$ cat src/rtl/vga_sync_decoder.sv
// ---------------------------------------------------------------------------------------------
// vga_sync_decoder
//
// Receive-side monitor for a VGA timing stream. Samples HS/VS/RGB on each pixel strobe, checks
// the sync timing against a fixed template (640x480@60 by default), recovers the coordinate of
// every sampled pixel and reports lock state plus saturating HS/VS timing error counts.
//
// Ports
//   CLK_50      in   1   sole clock
//   RST         in   1   synchronous, active-high reset
//   PIX_EN      in   1   pixel strobe; all inputs are sampled only when high
//   VGA_HS      in   1   horizontal sync under test
//   VGA_VS      in   1   vertical sync under test
//   VGA_BUS_R   in   4   red
//   VGA_BUS_G   in   4   green
//   VGA_BUS_B   in   4   blue
//   X_PIX       out 10   recovered column of the captured pixel
//   Y_PIX       out 10   recovered row of the captured pixel
//   PIX_COLOR   out 12   {B,G,R} of the captured pixel
//   PIX_VALID   out  1   captured pixel is visible and the decoder is locked
//   FRAME_DONE  out  1   one-cycle pulse with the last visible pixel of a frame
//   LOCKED      out  1   timing lock achieved
//   HS_ERR_CNT  out  8   saturating HS timing error count
//   VS_ERR_CNT  out  8   saturating VS timing error count
//
// The coordinate registers hold the position of the previously sampled pixel; the position of
// the pixel being sampled is always the derived "next" value, which is what gets captured.
// ---------------------------------------------------------------------------------------------
module vga_sync_decoder #(
  parameter int unsigned H_VISIBLE       = 640,
  parameter int unsigned H_FP            = 16,
  parameter int unsigned H_SYNC          = 96,
  parameter int unsigned H_BP            = 48,
  parameter int unsigned V_VISIBLE       = 480,
  parameter int unsigned V_FP            = 10,
  parameter int unsigned V_SYNC          = 2,
  parameter int unsigned V_BP            = 33,
  parameter int unsigned LOCK_FRAMES     = 2,
  parameter int unsigned SYNC_ACTIVE_LOW = 1
) (
  input  logic       CLK_50,
  input  logic       RST,
  input  logic       PIX_EN,
  input  logic       VGA_HS,
  input  logic       VGA_VS,
  input  logic [3:0] VGA_BUS_R,
  input  logic [3:0] VGA_BUS_G,
  input  logic [3:0] VGA_BUS_B,
  output logic [9:0] X_PIX,
  output logic [9:0] Y_PIX,
  output logic [11:0] PIX_COLOR,
  output logic       PIX_VALID,
  output logic       FRAME_DONE,
  output logic       LOCKED,
  output logic [7:0] HS_ERR_CNT,
  output logic [7:0] VS_ERR_CNT
);

  // ------------------------------------------------------------------------------------------
  // Template constants
  // ------------------------------------------------------------------------------------------
  localparam int unsigned HTotal = H_VISIBLE + H_FP + H_SYNC + H_BP;
  localparam int unsigned VTotal = V_VISIBLE + V_FP + V_SYNC + V_BP;

  localparam logic [9:0] HLast      = 10'(HTotal - 1);
  localparam logic [9:0] HSyncStart = 10'(H_VISIBLE + H_FP);
  localparam logic [9:0] HSyncEnd   = 10'(H_VISIBLE + H_FP + H_SYNC);
  localparam logic [9:0] HVisible   = 10'(H_VISIBLE);
  localparam logic [9:0] HVisLast   = 10'(H_VISIBLE - 1);

  localparam logic [9:0] VLast      = 10'(VTotal - 1);
  localparam logic [9:0] VSyncStart = 10'(V_VISIBLE + V_FP);
  localparam logic [9:0] VSyncEnd   = 10'(V_VISIBLE + V_FP + V_SYNC);
  localparam logic [9:0] VVisible   = 10'(V_VISIBLE);
  localparam logic [9:0] VVisLast   = 10'(V_VISIBLE - 1);

  localparam int unsigned GoodW = (LOCK_FRAMES < 1) ? 1 : $clog2(LOCK_FRAMES + 1);
  localparam logic [GoodW-1:0] LockCount = GoodW'(LOCK_FRAMES);

  localparam bit SyncLow = (SYNC_ACTIVE_LOW != 0);

  typedef enum logic [1:0] {
    StSearch,
    StAlign,
    StLocked
  } state_e;

  // ------------------------------------------------------------------------------------------
  // State
  // ------------------------------------------------------------------------------------------
  state_e           state_q, state_d;
  logic             locked_q, locked_d;
  logic [9:0]       h_q, h_d;
  logic [9:0]       v_q, v_d;
  logic             hs_prev_q, hs_prev_d;
  logic             vs_prev_q, vs_prev_d;
  logic             hs_seen_q, hs_seen_d;     // HS leading edge seen since the last line wrap
  logic             frame_err_q, frame_err_d; // any error since the last VS leading edge
  logic [GoodW-1:0] good_q, good_d;
  logic [7:0]       hs_cnt_q, hs_cnt_d;
  logic [7:0]       vs_cnt_q, vs_cnt_d;

  logic [9:0]       x_pix_q, x_pix_d;
  logic [9:0]       y_pix_q, y_pix_d;
  logic [11:0]      pix_color_q, pix_color_d;
  logic             pix_valid_q, pix_valid_d;
  logic             frame_done_q, frame_done_d;

  // ------------------------------------------------------------------------------------------
  // Per-sample decode
  // ------------------------------------------------------------------------------------------
  logic             hs_act, vs_act;
  logic             hs_lead, hs_trail, vs_lead, vs_trail;
  logic             h_at_last, line_end;
  logic [9:0]       h_free, h_next;
  logic [9:0]       v_free, v_next;
  logic             checking;
  logic             hs_err, vs_err, any_err;
  logic             visible;
  logic [GoodW-1:0] good_inc;

  always_comb begin
    hs_act   = SyncLow ? ~VGA_HS : VGA_HS;
    vs_act   = SyncLow ? ~VGA_VS : VGA_VS;
    hs_lead  = hs_act & ~hs_prev_q;
    hs_trail = ~hs_act & hs_prev_q;
    vs_lead  = vs_act & ~vs_prev_q;
    vs_trail = ~vs_act & vs_prev_q;

    // Free-running horizontal position; an HS leading edge re-anchors it to the sync start.
    h_at_last = (h_q == HLast);
    h_free    = h_at_last ? 10'd0 : h_q + 10'd1;
    h_next    = hs_lead ? HSyncStart : h_free;
    line_end  = h_at_last & ~hs_lead;

    // Line advance only on a real wrap; a VS leading edge overrides it.
    if (line_end) begin
      v_free = (v_q == VLast) ? 10'd0 : v_q + 10'd1;
    end else begin
      v_free = v_q;
    end
    v_next = vs_lead ? VSyncStart : v_free;

    checking = (state_q != StSearch);
    hs_err   = checking & ((hs_lead & (h_free != HSyncStart)) |
                           (hs_trail & (h_next != HSyncEnd)) |
                           (line_end & ~hs_seen_q));
    vs_err   = checking & ((vs_lead & (v_free != VSyncStart)) |
                           (vs_trail & (v_next != VSyncEnd)));
    any_err  = hs_err | vs_err;

    visible  = (h_next < HVisible) & (v_next < VVisible);
    good_inc = good_q + 1'b1;
  end

  // ------------------------------------------------------------------------------------------
  // Next state: nothing moves without a pixel strobe, except the output pulses which drop.
  // ------------------------------------------------------------------------------------------
  always_comb begin
    state_d      = state_q;
    h_d          = h_q;
    v_d          = v_q;
    hs_prev_d    = hs_prev_q;
    vs_prev_d    = vs_prev_q;
    hs_seen_d    = hs_seen_q;
    frame_err_d  = frame_err_q;
    good_d       = good_q;
    hs_cnt_d     = hs_cnt_q;
    vs_cnt_d     = vs_cnt_q;
    x_pix_d      = x_pix_q;
    y_pix_d      = y_pix_q;
    pix_color_d  = pix_color_q;
    pix_valid_d  = 1'b0;
    frame_done_d = 1'b0;

    if (PIX_EN) begin
      h_d       = h_next;
      v_d       = v_next;
      hs_prev_d = hs_act;
      vs_prev_d = vs_act;

      if (line_end) begin
        hs_seen_d = 1'b0;
      end else if (hs_lead) begin
        hs_seen_d = 1'b1;
      end

      if (hs_err && (hs_cnt_q != 8'hFF)) begin
        hs_cnt_d = hs_cnt_q + 8'd1;
      end
      if (vs_err && (vs_cnt_q != 8'hFF)) begin
        vs_cnt_d = vs_cnt_q + 8'd1;
      end

      x_pix_d      = h_next;
      y_pix_d      = v_next;
      pix_color_d  = {VGA_BUS_B, VGA_BUS_G, VGA_BUS_R};
      pix_valid_d  = (state_q == StLocked) & visible;
      frame_done_d = pix_valid_d & (h_next == HVisLast) & (v_next == VVisLast);

      // A VS leading edge opens a new frame for the clean-frame bookkeeping.
      if (vs_lead) begin
        frame_err_d = 1'b0;
      end else if (any_err) begin
        frame_err_d = 1'b1;
      end

      unique case (state_q)
        StSearch: begin
          if (vs_lead) begin
            state_d = StAlign;
            good_d  = '0;
          end
        end
        StAlign: begin
          if (vs_lead) begin
            // Errors on the edge sample itself still belong to the frame being closed.
            if (!frame_err_q && !any_err) begin
              good_d = good_inc;
              if (good_inc == LockCount) begin
                state_d = StLocked;
              end
            end else begin
              good_d = '0;
            end
          end
        end
        StLocked: begin
          if (any_err) begin
            state_d = StAlign;
            good_d  = '0;
          end
        end
        default: begin
          state_d = StSearch;
          good_d  = '0;
        end
      endcase
    end

    locked_d = (state_d == StLocked);
  end

  // ------------------------------------------------------------------------------------------
  // Registers
  // ------------------------------------------------------------------------------------------
  always_ff @(posedge CLK_50) begin
    if (RST) begin
      state_q      <= StSearch;
      locked_q     <= 1'b0;
      h_q          <= '0;
      v_q          <= '0;
      hs_prev_q    <= 1'b0;
      vs_prev_q    <= 1'b0;
      hs_seen_q    <= 1'b0;
      frame_err_q  <= 1'b0;
      good_q       <= '0;
      hs_cnt_q     <= '0;
      vs_cnt_q     <= '0;
      x_pix_q      <= '0;
      y_pix_q      <= '0;
      pix_color_q  <= '0;
      pix_valid_q  <= 1'b0;
      frame_done_q <= 1'b0;
    end else begin
      state_q      <= state_d;
      locked_q     <= locked_d;
      h_q          <= h_d;
      v_q          <= v_d;
      hs_prev_q    <= hs_prev_d;
      vs_prev_q    <= vs_prev_d;
      hs_seen_q    <= hs_seen_d;
      frame_err_q  <= frame_err_d;
      good_q       <= good_d;
      hs_cnt_q     <= hs_cnt_d;
      vs_cnt_q     <= vs_cnt_d;
      x_pix_q      <= x_pix_d;
      y_pix_q      <= y_pix_d;
      pix_color_q  <= pix_color_d;
      pix_valid_q  <= pix_valid_d;
      frame_done_q <= frame_done_d;
    end
  end

  assign X_PIX      = x_pix_q;
  assign Y_PIX      = y_pix_q;
  assign PIX_COLOR  = pix_color_q;
  assign PIX_VALID  = pix_valid_q;
  assign FRAME_DONE = frame_done_q;
  assign LOCKED     = locked_q;
  assign HS_ERR_CNT = hs_cnt_q;
  assign VS_ERR_CNT = vs_cnt_q;

endmodule
$ cat config.mk
export PLATFORM = sky130hd
export DESIGN_NAME = vga_sync_decoder
export DESIGN_NICKNAME = d
export VERILOG_FILES = /design/src/rtl/vga_sync_decoder.sv
export SDC_FILE = /design/constraint.sdc
export NUM_CORES = 1
export LEC_CHECK = 0
export CAP_MARGIN = 0
export CORE_MARGIN = 2
export CORE_UTILIZATION = 57
export DETAILED_ROUTE_END_ITERATION = 6
export PLACE_DENSITY = 0.86
export SYNTH_ARGS = -nofsm -noshare
export SYNTH_HDL_FRONTEND = slang
export SYNTH_SLANG_ARGS = --single-unit
export TNS_END_PERCENT = 20
$ cat constraint.sdc
create_clock -name CLK_50 -period 6.25 [get_ports CLK_50]
set_input_delay 1.25 -clock CLK_50 [delete_from_list [all_inputs] [get_ports CLK_50]]
set_output_delay 1.25 -clock CLK_50 [all_outputs]
set_load 0.05 [all_outputs]
Word level (Yosys, flattened, before mapping):

Index checks and enable logic that the tools add are counted.
W data, S select, Z words.

* input port bits: 17
* output and inout port bits: 51
* flip-flop bits (word level): 59
* logic and storage cells: 101

* reductions and logical operators: 15
* bitwise gates (word level): 27
* magnitude comparators: 2
* equality and inequality tests: 17
* add/subtract/negate cells: 5
* mux-type cells: 21

Operators by type and width (count)
* $mux W10: 5
* $eq A10 B10 Y1 const B: 3
* $add A10 B1 Y10 const B: 2
* $mux W2: 10
* $ne A10 B10 Y1 const B: 2
* $ne A10 B9 Y1 const B: 2
* $add A8 B1 Y8 const B: 2
* $and A1 B1 Y1: 16
* $ne A8 B8 Y1 const B: 2
* $pmux W2 S3: 2
* $eq A10 B9 Y1 const B: 1
* $lt A10 B10 Y1 const B: 1
* $lt A10 B9 Y1 const B: 1
* $reduce_and A2 Y1: 4
* $not A1 Y1: 7
* $eq A2 B2 Y1 const B: 3
* $ne A2 B2 Y1 const B: 3
* $reduce_bool A2 Y1: 3
* $mux W1: 4
* $or A1 B1 Y1: 4
* $reduce_and A4 Y1: 1
* $logic_and A1 B1 Y1: 3
* $add A2 B1 Y2 const B: 1
* $eq A2 B1 Y1 const B: 1
* 3 further kinds: 4

Logic depth before layout (Yosys ltp):

Gate-level depths: netlist of the first run.

* depth in word-level cells: 18
* gate-level depth with buffers: 12
* depth with buffers taken out: 11

Least setup slack after synthesis of the first run:

No wires, ideal clock.

* path type: input-to-reg
* start: in VGA_HS
* end: reg vs_cnt_q[4] (netlist: VS_ERR_CNT[4])
* buffers on the path: 1
* arrival time: 3172 ps
* setup time: 128 ps
* setup slack: 2951 ps
* stages: 10
* data required time: 6122 ps
* path through: or2_2 and4_1 buf_4 mux2_4 o21ai_2 o311ai_4 a21oi_2 and4_1 xnor2_1 nor2_1

* longest elaborated chain between the ends: 12
* elaborated cells on any way between the ends: 14
* classes of those cells: eq/ne: 2; mux: 2; bitwise: 8; reduce/logical: 2

Ends and longest elaborated chain
* from (decl): RTL line 44 `input logic VGA_HS,`
* $not A1 Y1 (*): RTL line 123 `hs_act = SyncLow ? ~VGA_HS : VGA_HS;`
* $and A1 B1 Y1 (*): RTL line 125 `hs_lead = hs_act & ~hs_prev_q;`
* $not A1 Y1 (*): RTL line 134 `line_end = h_at_last & ~hs_lead;`
* $and A1 B1 Y1 (*): RTL line 134
* $mux W10 (*): RTL line 137 `if (line_end) begin`
* $mux W10: RTL line 142 `v_next = vs_lead ? VSyncStart : v_free;`
* $ne A10 B9 Y1: RTL line 149 `(vs_trail & (v_next != VSyncEnd)));`
* $and A1 B1 Y1: RTL line 149
* $or A1 B1 Y1 (*): RTL line 148 `vs_err = checking & ((vs_lead & (v_free != VSyncStart)) |`
* $and A1 B1 Y1 (*): RTL line 148
* $logic_and A1 B1 Y1 (*): RTL line 191 `if (vs_err && (vs_cnt_q != 8'hFF)) begin`
* $reduce_and A2 Y1 (no line) (*)
* to (signal assigned): RTL line 276 `vs_cnt_q <= vs_cnt_d;`
* to (decl): RTL line 101 `logic [7:0] vs_cnt_q, vs_cnt_d;`

Every way passes the cells marked *; elsewhere a longest branch is shown, timed or not.
A chain may end at the register's enable or synchronous reset.

Final worst setup path of the first run:

* start: in VGA_HS
* end: reg good_q[0]

* longest elaborated chain between the ends: 16
* elaborated cells on any way between the ends: 29
* classes of those cells: eq/ne: 4; mux: 6; bitwise: 16; reduce/logical: 3

Ends and longest elaborated chain
* $not A1 Y1: RTL line 123
* $and A1 B1 Y1: RTL line 125
* $not A1 Y1: RTL line 134
* $and A1 B1 Y1: RTL line 134
* $mux W10: RTL line 137
* $mux W10: RTL line 142
* $ne A10 B9 Y1: RTL line 149
* $and A1 B1 Y1: RTL line 149
* $or A1 B1 Y1: RTL line 148
* $and A1 B1 Y1: RTL line 148
* $or A1 B1 Y1 (*): RTL line 150 `any_err = hs_err | vs_err;`
* $logic_not A1 Y1: RTL line 218 `if (!frame_err_q && !any_err) begin`
* $logic_and A1 B1 Y1: RTL line 218
* $mux W2: RTL line 218
* $mux W2: RTL line 216 `if (vs_lead) begin`
* $pmux W2 S3: RTL line 208 `unique case (state_q)`
* to (signal assigned): RTL line 274 `good_q <= good_d;`
* to (decl): RTL line 99 `logic [GoodW-1:0] good_q, good_d;`

Every way passes the cells marked *; elsewhere a longest branch is shown, timed or not. The select of a mux whose other input is x is not followed.

==> impl_metrics.tcl, run 1 <==
set metrics [dict create \
    outcome "finished clean" \
    cts_hold_buffers 0 \
    cp_slowest_cell "clkdlybuf4s50_1" \
    crit_buf_inv 1 \
    routed_wl_mm 8.85 \
    setup_violations 0 \
    max_slew_margin_pct 27.6 \
    drv_cap 0 \
    finalWeightedCongestion 0.904 \
    tightest_slew_ns 1.09 \
    r2r_end "FRAME_DONE" \
    path_clk_slew_ns 0.06 \
    max-clock-path-buffers 2 \
    path_cells "clkdlybuf4s50_1, or2_2, and4_1, nor4b_1, a21oi_1, o31ai_1, and2_4, nand2_2, or3_1, o2bb2ai_1" \
    p_per_area_nw_per_um2 202 \
    overflow 0 \
    n_fill_cell 476 \
    drive_above_1_share_pct 8.83 \
    placed_area_um2 4120 \
    slew_violations 0 \
    place_ws_ns 2.16 \
    grt_max_degree 60 \
    worstHoldPathCells 1 \
    vias 3437 \
    first_pass_iters 5 \
    ant_nets 0 \
    synthFlopType "dfxtp_1" \
    tritoncts_num_sinks 59 \
    critical_path.max_stage_delay_ns 0.46 \
    antenna_found_initial 0 \
    setup_slack_ns 2.49 \
    htreeDepth 3 \
    setup_tns_ns 0 \
    clk_latency_ns 0.34 \
    netlist_instances 435 \
    min_path_type "flip-flop to flip-flop" \
    clockRootBuffer "clkbuf_8" \
    pin_count 68 \
    p_leak_uw 0.00150 \
    dp.cells 546 \
    min_from "good_q[0]" \
    syn-num-nets 458 \
    fin_crit_ns 3.76 \
    ir_worst_vdd_v 0.000176 \
    ys_seq_elements 59 \
    numPortBuffers 67 \
    diodes 0 \
    fin_crit_sh_pct 60.1 \
    area_delta_synth_final_pct 21.2 \
    yosysWarnings 0 \
    timing.rr.start "X_PIX[0]" \
    initial_core_util_pct 59.3 \
    ys_seq_area_share_pct 33.2 \
    clock_skew_ns 0.00408 \
    synth_area_per_cell_um2 8.17 \
    grt_usage_pct 25.9 \
    rsz0062_at_grt "no" \
    synth_edf_count 0 \
    async_flop_share_pct 0 \
    dp_hpwl_mm 6.16 \
    drt_iter0_markers 420 \
    clock.fmax_mhz 266 \
    crit_fanout 11 \
    critPathRequiredTime_ns 6.52 \
    instances_no_fill 562 \
    synth_cell_type_count 75 \
    startpoint_type "input pin" \
    hold_path_end "good_q[0]" \
    cp-end-kind "flip-flop" \
    utilization_pct 71.9 \
    core_um2 5990 \
    drcViolationCount 0 \
    stdcell_area_um2 4310 \
    cts-buffers-inserted 9 \
    die_y_um 83.0 \
    cts_tree "yes" \
    grt_pass1_vias 3208 \
    die_w_um 83.0 \
    wire_per_inst_um 15.8 \
    critPathLaunch "VGA_HS" \
    cts_setup_buffers 0 \
    vias_per_cell 6.12 \
    placementRows 28 \
    grt_pass1_wl_mm 15.0 \
    fin_nets 505 \
    cp.arrival_ns 4.03 \
    cts_resized 0 \
    crit_type "input pin to flip-flop" \
    die_area_um2 6880 \
    hold_viol 0 \
    syn_area_um2 3550 \
    r2r_slack_ns 2.93 \
    critical_path.top_delay_family "simple AND/OR/NAND/NOR gates" \
    reg2reg_depth 9 \
]
[cells by family after synthesis]
| kind of cell | after synthesis | synth area share (%) |
|---|---|---|
| flops | 59 | 33.2 |
| fa+ha+maj | 6 | 2.11 |
| compound gates | 90 | 18.0 |
| mux | 17 | 4.96 |
| simple gates | 205 | 30.8 |
| xor+xnor | 20 | 4.93 |
| buf+inv | 38 | 6.02 |
[cells in the final DEF, fill, tap and decap left out, types with 4 or more instances in the layout]
cell	instances
dfxtp_1	59
a21oi_1	26
clkdlybuf4s50_1	65
nand4_1	7
o31ai_1	4
inv_1	7
xnor2_1	11
nor2_1	62
o21ai_0	18
or3_1	7
ha_1	6
nor2b_1	4
xor2_1	9
nor3_1	13
nand3_1	24
mux2i_1	15
and3_1	6
nor4b_1	4
a21o_1	5
clkbuf_8	11
a31oi_1	4
a211oi_1	5
nand2_1	40
nor3b_1	6
[synth_stat cells, types with 2 or more instances]
cell type	count	area share, %
nand4_1	7	1.2
or2_2	2	0.35
dfxtp_1	59	33
nor4_1	2	0.35
and4_1	3	0.74
nor3_1	13	1.8
and3_1	6	1.1
nor3_2	2	0.56
o2bb2ai_1	2	0.49
nand3_1	24	3.4
ha_1	6	2.1
a211oi_1	5	1.1
nand2_1	40	4.2
clkbuf_1	15	1.6
nor4b_1	4	0.99
nor2_1	62	6.5
xnor2_1	11	2.7
buf_2	3	0.42
a21oi_1	26	3.7
buf_1	3	0.32
buf_6	7	2.2
a21o_1	5	1.1
nor3b_1	6	1.3
or3_1	7	1.2
nor2b_1	4	0.70
o31ai_1	4	0.84
o21ai_2	2	0.49
and2_1	2	0.35
nand3b_1	3	0.63
o31a_1	3	0.74
a31oi_1	4	0.70
o21ai_0	18	2.5
nand2b_1	3	0.53
xor2_1	9	2.2
mux2i_1	15	4.2
and3_2	2	0.42
inv_1	7	0.74
o22ai_1	2	0.35
[worst reg2reg max path, cell delays in order (launching register included)]
cell	delay (ns)
dfxtp_1	0.44
ha_1	0.46
nand4_4	0.18
or3_1	0.47
nor4_2	0.25
xor2_1	0.14
and3_1	0.23
a2111oi_0	0.60
nand3b_1	0.15
nor4_1	0.27
[state kept, by name (all words and copies together) (netlist names), 2 cells and up]
name	flops
HS_ERR_CNT	8
PIX_COLOR	12
VS_ERR_CNT	8
X_PIX	10
Y_PIX	10
good_q	2
state_q	2
[metal layers]
layer / part of all wire [%] / global-route usage, % / up-vias / wire length [um]
met5: 0 / 0 / - / 0
met4: 1.6 / 10.9 / 0 / 142
met3: 9.2 / 6.96 / 20 / 812
met2: 47 / 40.6 / 197 / 4170
met1: 42 / 33.7 / 1571 / 3730
li1: - / - / 1649 / -
[power breakdown]
group	switching [uW]	internal, uW	total [uW]
clock	158	166	323
combinational	88.1	51.9	140
sequential	19.0	389	408
[how the worst max path moves through the flow]
stage | endpoint | slack, ns | depth (start not counted)
3_3_place_gp | VS_ERR_CNT[4] | 2.22 | 10
2_1_floorplan | VS_ERR_CNT[4] | 2.95 | 10
4_1_cts | VS_ERR_CNT[5] | 2.51 | 10
3_5_place_dp | VS_ERR_CNT[4] | 2.16 | 10
6_report | good_q[0] | 2.49 | 10
5_1_grt | VS_ERR_CNT[5] | 2.28 | 10
[per-stage QoR]
stage / total power, uW / hold slack [ns]
4_1_cts: 875 / 0.464
3_3_place_gp: 551 / 0.438
6_report: 871 / 0.460
5_1_grt: 904 / 0.496
3_5_place_dp: 555 / 0.454
2_1_floorplan: 512 / 0.426
[final cells by class]
type	instances	area, um^2	share of cell area (%)
Multi-Input combinational cell	338	2160	50.1
Timing Repair Buffer	67	661	15.3
Inverter	7	26.3	0.610
Clock inverter	5	36.3	0.842
Sequential cell	59	1180	27.4
Tap cell	75	93.8	2.18
Clock buffer	11	151	3.51
(Power assumes the default switching activity.)
==> run 2, diff against run 1 <==
--- a/config.mk
+++ b/config.mk
@@ -7,9 +7,9 @@
 export LEC_CHECK = 0
 export CAP_MARGIN = 0
 export CORE_MARGIN = 2
-export CORE_UTILIZATION = 57
+export CORE_UTILIZATION = 47
 export DETAILED_ROUTE_END_ITERATION = 6
-export PLACE_DENSITY = 0.86
+export PLACE_DENSITY = 0.76
 export SYNTH_ARGS = -nofsm -noshare
 export SYNTH_HDL_FRONTEND = slang
 export SYNTH_SLANG_ARGS = --single-unit
==> constraint.sdc (replaced) <==
create_clock -name CLK_50 -period 3.4 [get_ports CLK_50]
set_input_delay 0.68 -clock CLK_50 [delete_from_list [all_inputs] [get_ports CLK_50]]
set_output_delay 0.68 -clock CLK_50 [all_outputs]
set_load 0.05 [all_outputs]
==> run 2 against run 1 <==
Count of clock-buffer cells in the layout grew 2. Routed wire length grew 9.7%. Non-clock buffer count grew 17. Critical path depth is the same. Worst setup slack lost 2.3 ns. Register-to-register slack lost 2.7 ns. Clock skew grew 0.00058 ns. Clock power grew 110%. Cell area grew 4.3%. Combinational power grew 93%. Utilization shrank 10 points. Via count grew 1.6%. Critical path type is now flip-flop to flip-flop. Largest power group unchanged.
==> impl_metrics.tcl, run 2 (synthesis results as in run 1) <==
set metrics [dict create \
    slew_violations 0 \
    cts-buffers-inserted 9 \
    max-clock-path-buffers 2 \
    routed_wl_mm 9.71 \
    fin_crit_sh_pct 93.6 \
    cts_hold_buffers 0 \
    path_cells "ha_1, nand4_4, or3_1, nor4_2, xor2_1, o31ai_1, and2_4, nand2_2, or3_1, o2bb2ai_1" \
    die_y_um 91.0 \
    setup_tns_ns 0 \
    max_slew_margin_pct 53.4 \
    grtUsageMet3_pct 4.65 \
    grt_usage_pct 24.2 \
    setup_violations 0 \
    drt_iter0_markers 262 \
    use_met2_pct 38.3 \
    grt.busiest_layer "met2" \
    cts_setup_buffers 0 \
    final_common_cell "clkdlybuf4s50_1" \
    cts_tree "yes" \
    p_per_area_nw_per_um2 380 \
    fin_crit_ns 3.18 \
    utilization_pct 61.6 \
    vias 3491 \
    overflow 0 \
    path_common_cell "or3_1" \
    antenna_found_initial 0 \
    hold_viol 0 \
    critPathRequiredTime_ns 3.66 \
    cts_resized 0 \
    layout_common_cells "clkdlybuf4s50_1, nor2_1, dfxtp_1" \
    n_fill_cell 676 \
    dp_hpwl_mm 6.73 \
    p_leak_uw 0.00160 \
    finalPower_uw 1710 \
    drive_above_1_share_pct 11.7 \
    die_w_um 91.0 \
    min_path_type "flip-flop to flip-flop" \
    drcViolationCount 0 \
    clockRootBuffer "clkbuf_8" \
    tightest_slew_ns 0.699 \
    cp_slowest_cell "or3_1" \
    placementRows 31 \
    pin_count 68 \
    initial_core_util_pct 48.7 \
    grt_pass1_vias 3378 \
    outcome "finished clean" \
    grt_max_degree 38 \
    tritoncts_num_sinks 59 \
    ant_nets 0 \
    core_um2 7290 \
    crit_fanout 8 \
    cp-end-kind "flip-flop" \
    die_area_um2 8270 \
    grt_pass1_wl_mm 16.4 \
    ir_worst_vdd_v 0.000213 \
    crit_type "flip-flop to flip-flop" \
    use_met1_pct 32.0 \
    path_clk_slew_ns 0.07 \
    clock.fmax_mhz 314 \
    first_pass_iters 4 \
    cp.arrival_ns 3.44 \
    numPortBuffers 67 \
    vias_per_cell 5.79 \
    rsz0062_at_grt "no" \
    critical_path.max_stage_delay_ns 0.47 \
    diodes 0 \
    clk_latency_ns 0.34 \
    htreeDepth 3 \
    critical_path.top_delay_family "simple AND/OR/NAND/NOR gates" \
    drv_cap 0 \
    wire_per_inst_um 16.1 \
    startpoint_type "flip-flop" \
    crit_buf_inv 0 \
    largest_reg_flops 12 \
    area_delta_synth_final_pct 26.4 \
    clock_skew_ns 0.00466 \
    finalWeightedCongestion 0.987 \
    fin_nets 522 \
]
-- run 2: cell types whose count changed in the layout (fill, tap and decap cells not counted), sizes merged --
cell,before,now
inv,8,7
clkinv,1,0
buf,2,19
bufinv,0,1
clkbuf,11,13
clkinvlp,3,2
-- run 2: power breakdown --
group	internal (uW)	switching, uW
clock	399	288
sequential	715	34.6
combinational	103	167
-- run 2: worst paths after layout --
| path | startpoint | end | slack [ns] | cells after the start |
|---|---|---|---|---|
| max | X_PIX[0] | good_q[0] | 0.22 | 10 |
| min | good_q[0] | good_q[0] | 0.48 | 1 |
| max reg2reg | X_PIX[0] | good_q[0] | 0.22 | 10 |
| min reg2reg | good_q[0] | good_q[0] | 0.48 | 1 |
-- run 2: stage by stage --
step	setup WS, ns	std cells	hold WS [ns]	cell area [um^2]
2_1_floorplan	0.213	435	0.426	3550
3_5_place_dp	0.0292	587	0.469	4280
5_1_grt	0.0451	603	0.496	4490
6_report	0.217	603	0.479	4490
4_1_cts	0.242	603	0.478	4490
3_3_place_gp	0.147	587	0.438	4280
-- run 2: layout make-up --
cell class                 count  area (um^2)  area share [%]
sequential                    59         1180            26.3
clock buffer                  13          169            3.76
tap                           99          124            2.76
timing repair buffer          84          788            17.5
inverter                       7         26.3           0.585
multi-input combinational    338         2160            48.1
clock inverter                 3         45.0            1.00
-- run 2: layer usage --
layer	wire length, um	part of all wire, %	vias to the layer above
met5	0	0	-
met4	255	2.6	0
met3	600	6.2	26
met2	4550	47	142
met1	4300	44	1637
li1	-	-	1686
==> run 3, diff against run 2 <==
--- a/config.mk
+++ b/config.mk
@@ -6,7 +6,7 @@
 export NUM_CORES = 1
 export LEC_CHECK = 0
 export CAP_MARGIN = 0
-export CORE_MARGIN = 2
+export CORE_MARGIN = 3
 export CORE_UTILIZATION = 47
 export DETAILED_ROUTE_END_ITERATION = 6
 export PLACE_DENSITY = 0.76
==> run 3 against run 2 <==
Die area increased by 4.4%. Register-to-register slack improved by 0.07 ns. Sequential share of layout area increased by 0.13 points. Combinational power about the same. Clock skew increased by 0.0011 ns. Critical path depth unchanged. Via count decreased by 2.0%. Cell count decreased by 0.50%. Utilization decreased by 0.31 points. Maximum frequency increased by 2.2%. Sequential power decreased by 0.7%. Routed wire length decreased by 3.5%. Critical path type unchanged. Critical endpoint unchanged. Largest power group unchanged. Highest routed layer unchanged.
==> impl_metrics.tcl, run 3 (synthesis results as in run 1) <==
set metrics [dict create \
    max_slew_margin_pct 59.9 \
    die_y_um 93.0 \
    dp_hpwl_mm 6.68 \
    hold_viol 0 \
    final_common_cell "clkdlybuf4s50_1" \
    vias 3420 \
    placementRows 31 \
    vias_per_cell 5.70 \
    startpoint_type "flip-flop" \
    cp.arrival_ns 3.38 \
    grt_max_degree 38 \
    setup_slack_ns 0.286 \
    first_pass_iters 6 \
    critical_path.max_stage_delay_ns 0.48 \
    crit_type "flip-flop to flip-flop" \
    p_switching_uw 479 \
    ir_worst_vdd_v 0.000207 \
    initial_core_util_pct 48.7 \
    clockRootBuffer "clkbuf_8" \
    numPortBuffers 67 \
    tritoncts_num_sinks 59 \
    area_delta_synth_final_pct 25.8 \
    die_w_um 93.0 \
    finalWeightedCongestion 0.886 \
    p_clk_share_pct 40.3 \
    grt_usage_pct 22.7 \
    setup_violations 0 \
    grt_pass1_vias 3326 \
    ant_nets 0 \
    diodes 0 \
    setup_tns_ns 0 \
    pwr-share-comb_pct 16.0 \
    clock_skew_ns 0.00572 \
    cp-end-kind "flip-flop" \
    cp_slowest_cell "or3_1" \
    seq_power_share_pct 43.7 \
    largest_reg_flops 12 \
    tightest_slew_ns 0.587 \
    drv_cap 0 \
    die_area_um2 8640 \
    swShare_pct 28.1 \
    cts_tree "yes" \
    drive_above_1_share_pct 11.2 \
    fin_crit_ns 3.11 \
    layout_common_cells "clkdlybuf4s50_1, nor2_1, dfxtp_1" \
    cts-buffers-inserted 9 \
    max-clock-path-buffers 2 \
    antenna_found_initial 0 \
    path_common_cell "or3_1" \
    pin_count 68 \
    clock.fmax_mhz 321 \
    r2r_slack_ns 0.29 \
    p_leak_uw 0.00160 \
    critPathRequiredTime_ns 3.67 \
    clk_latency_ns 0.34 \
    path_clk_slew_ns 0.07 \
    fin_crit_sh_pct 91.6 \
    place_ws_ns 0.0417 \
    crit_fanout 8 \
    overflow 0 \
    cts_setup_buffers 0 \
    htreeDepth 3 \
    drt_iter0_markers 298 \
    drcViolationCount 0 \
    cts_hold_buffers 0 \
    intPower_uw 1230 \
    holdWs_ns 0.469 \
    core_um2 7290 \
    slew_violations 0 \
    wire_per_inst_um 15.6 \
    critical_path.top_delay_family "simple AND/OR/NAND/NOR gates" \
    path_cells "ha_1, nand4_4, or3_1, nor4_2, xor2_1, o31ai_1, and2_4, nand2_2, or3_1, o2bb2ai_1" \
    crit_buf_inv 0 \
    p_per_area_nw_per_um2 381 \
    min_path_type "flip-flop to flip-flop" \
    outcome "finished clean" \
    rsz0062_at_grt "no" \
    fin_nets 520 \
    routed_wl_mm 9.37 \
    cts_resized 0 \
    grt_pass1_wl_mm 15.9 \
]
==> run 3: cell types whose count changed in the layout (fill, tap and decap cells not counted) <==
cell / before / now
clkinv_4: 0 / 1
clkinv_2: 0 / 2
buf_4: 17 / 15
clkinvlp_4: 2 / 0
clkbuf_8: 12 / 9
bufinv_16: 1 / 2
==> run 3: per-stage QoR <==
| step | instances | instance area [um^2] | utilization (%) | power [uW] |
|---|---|---|---|---|
| floorplan | 435 | 3550 | - | 941 |
| global placement | 585 | 4260 | 58.5 | 1030 |
| detailed placement | 585 | 4260 | 58.5 | 1030 |
| CTS | 600 | 4470 | 61.3 | 1710 |
| global route | 600 | 4470 | 61.3 | 1770 |
| finish | 600 | 4470 | 61.3 | 1700 |
==> run 3: power by group through the flow <==
stage | registers [uW] | logic (uW) | clock network (uW)
2_1_floorplan | 816 | 125 | 0
3_3_place_gp | 759 | 269 | 0
3_5_place_dp | 760 | 272 | 0
4_1_cts | 745 | 273 | 697
5_1_grt | 750 | 294 | 725
6_report | 745 | 273 | 686
==> run 3: worst reg2reg max path: cells and delay by family (launching register included) <==
kind / cells / cell delay (ns)
compound gates: 2 / 0.58
fa+ha+maj: 1 / 0.28
xor+xnor: 1 / 0.11
simple gates: 6 / 1.62
flops: 1 / 0.45
==> run 3: final timing paths <==
check                  from         to  depth (start not counted)
setup / recovery   X_PIX[0]  good_q[0]                         10
hold / removal    good_q[0]  good_q[0]                          1
setup reg to reg   X_PIX[0]  good_q[0]                         10
hold reg to reg   good_q[0]  good_q[0]                          1
==> run 3: layout make-up <==
type                       count  area, um^2
fill                         670        2820
timing repair buffer          82         773
sequential                    59        1180
clock buffer                  10         128
clock inverter                 5        78.8
multi-input combinational    338        2160
inverter                       7        26.3
tap                           99         124
==> run 3: routing by layer <==
| metal | GRT usage, % | share of wire, % |
|---|---|---|
| met3 | 5.20 | 6.8 |
| met2 | 35.1 | 45 |
| met4 | 9.16 | 2.3 |
| met1 | 30.5 | 45 |
| met5 | 0 | 0 |
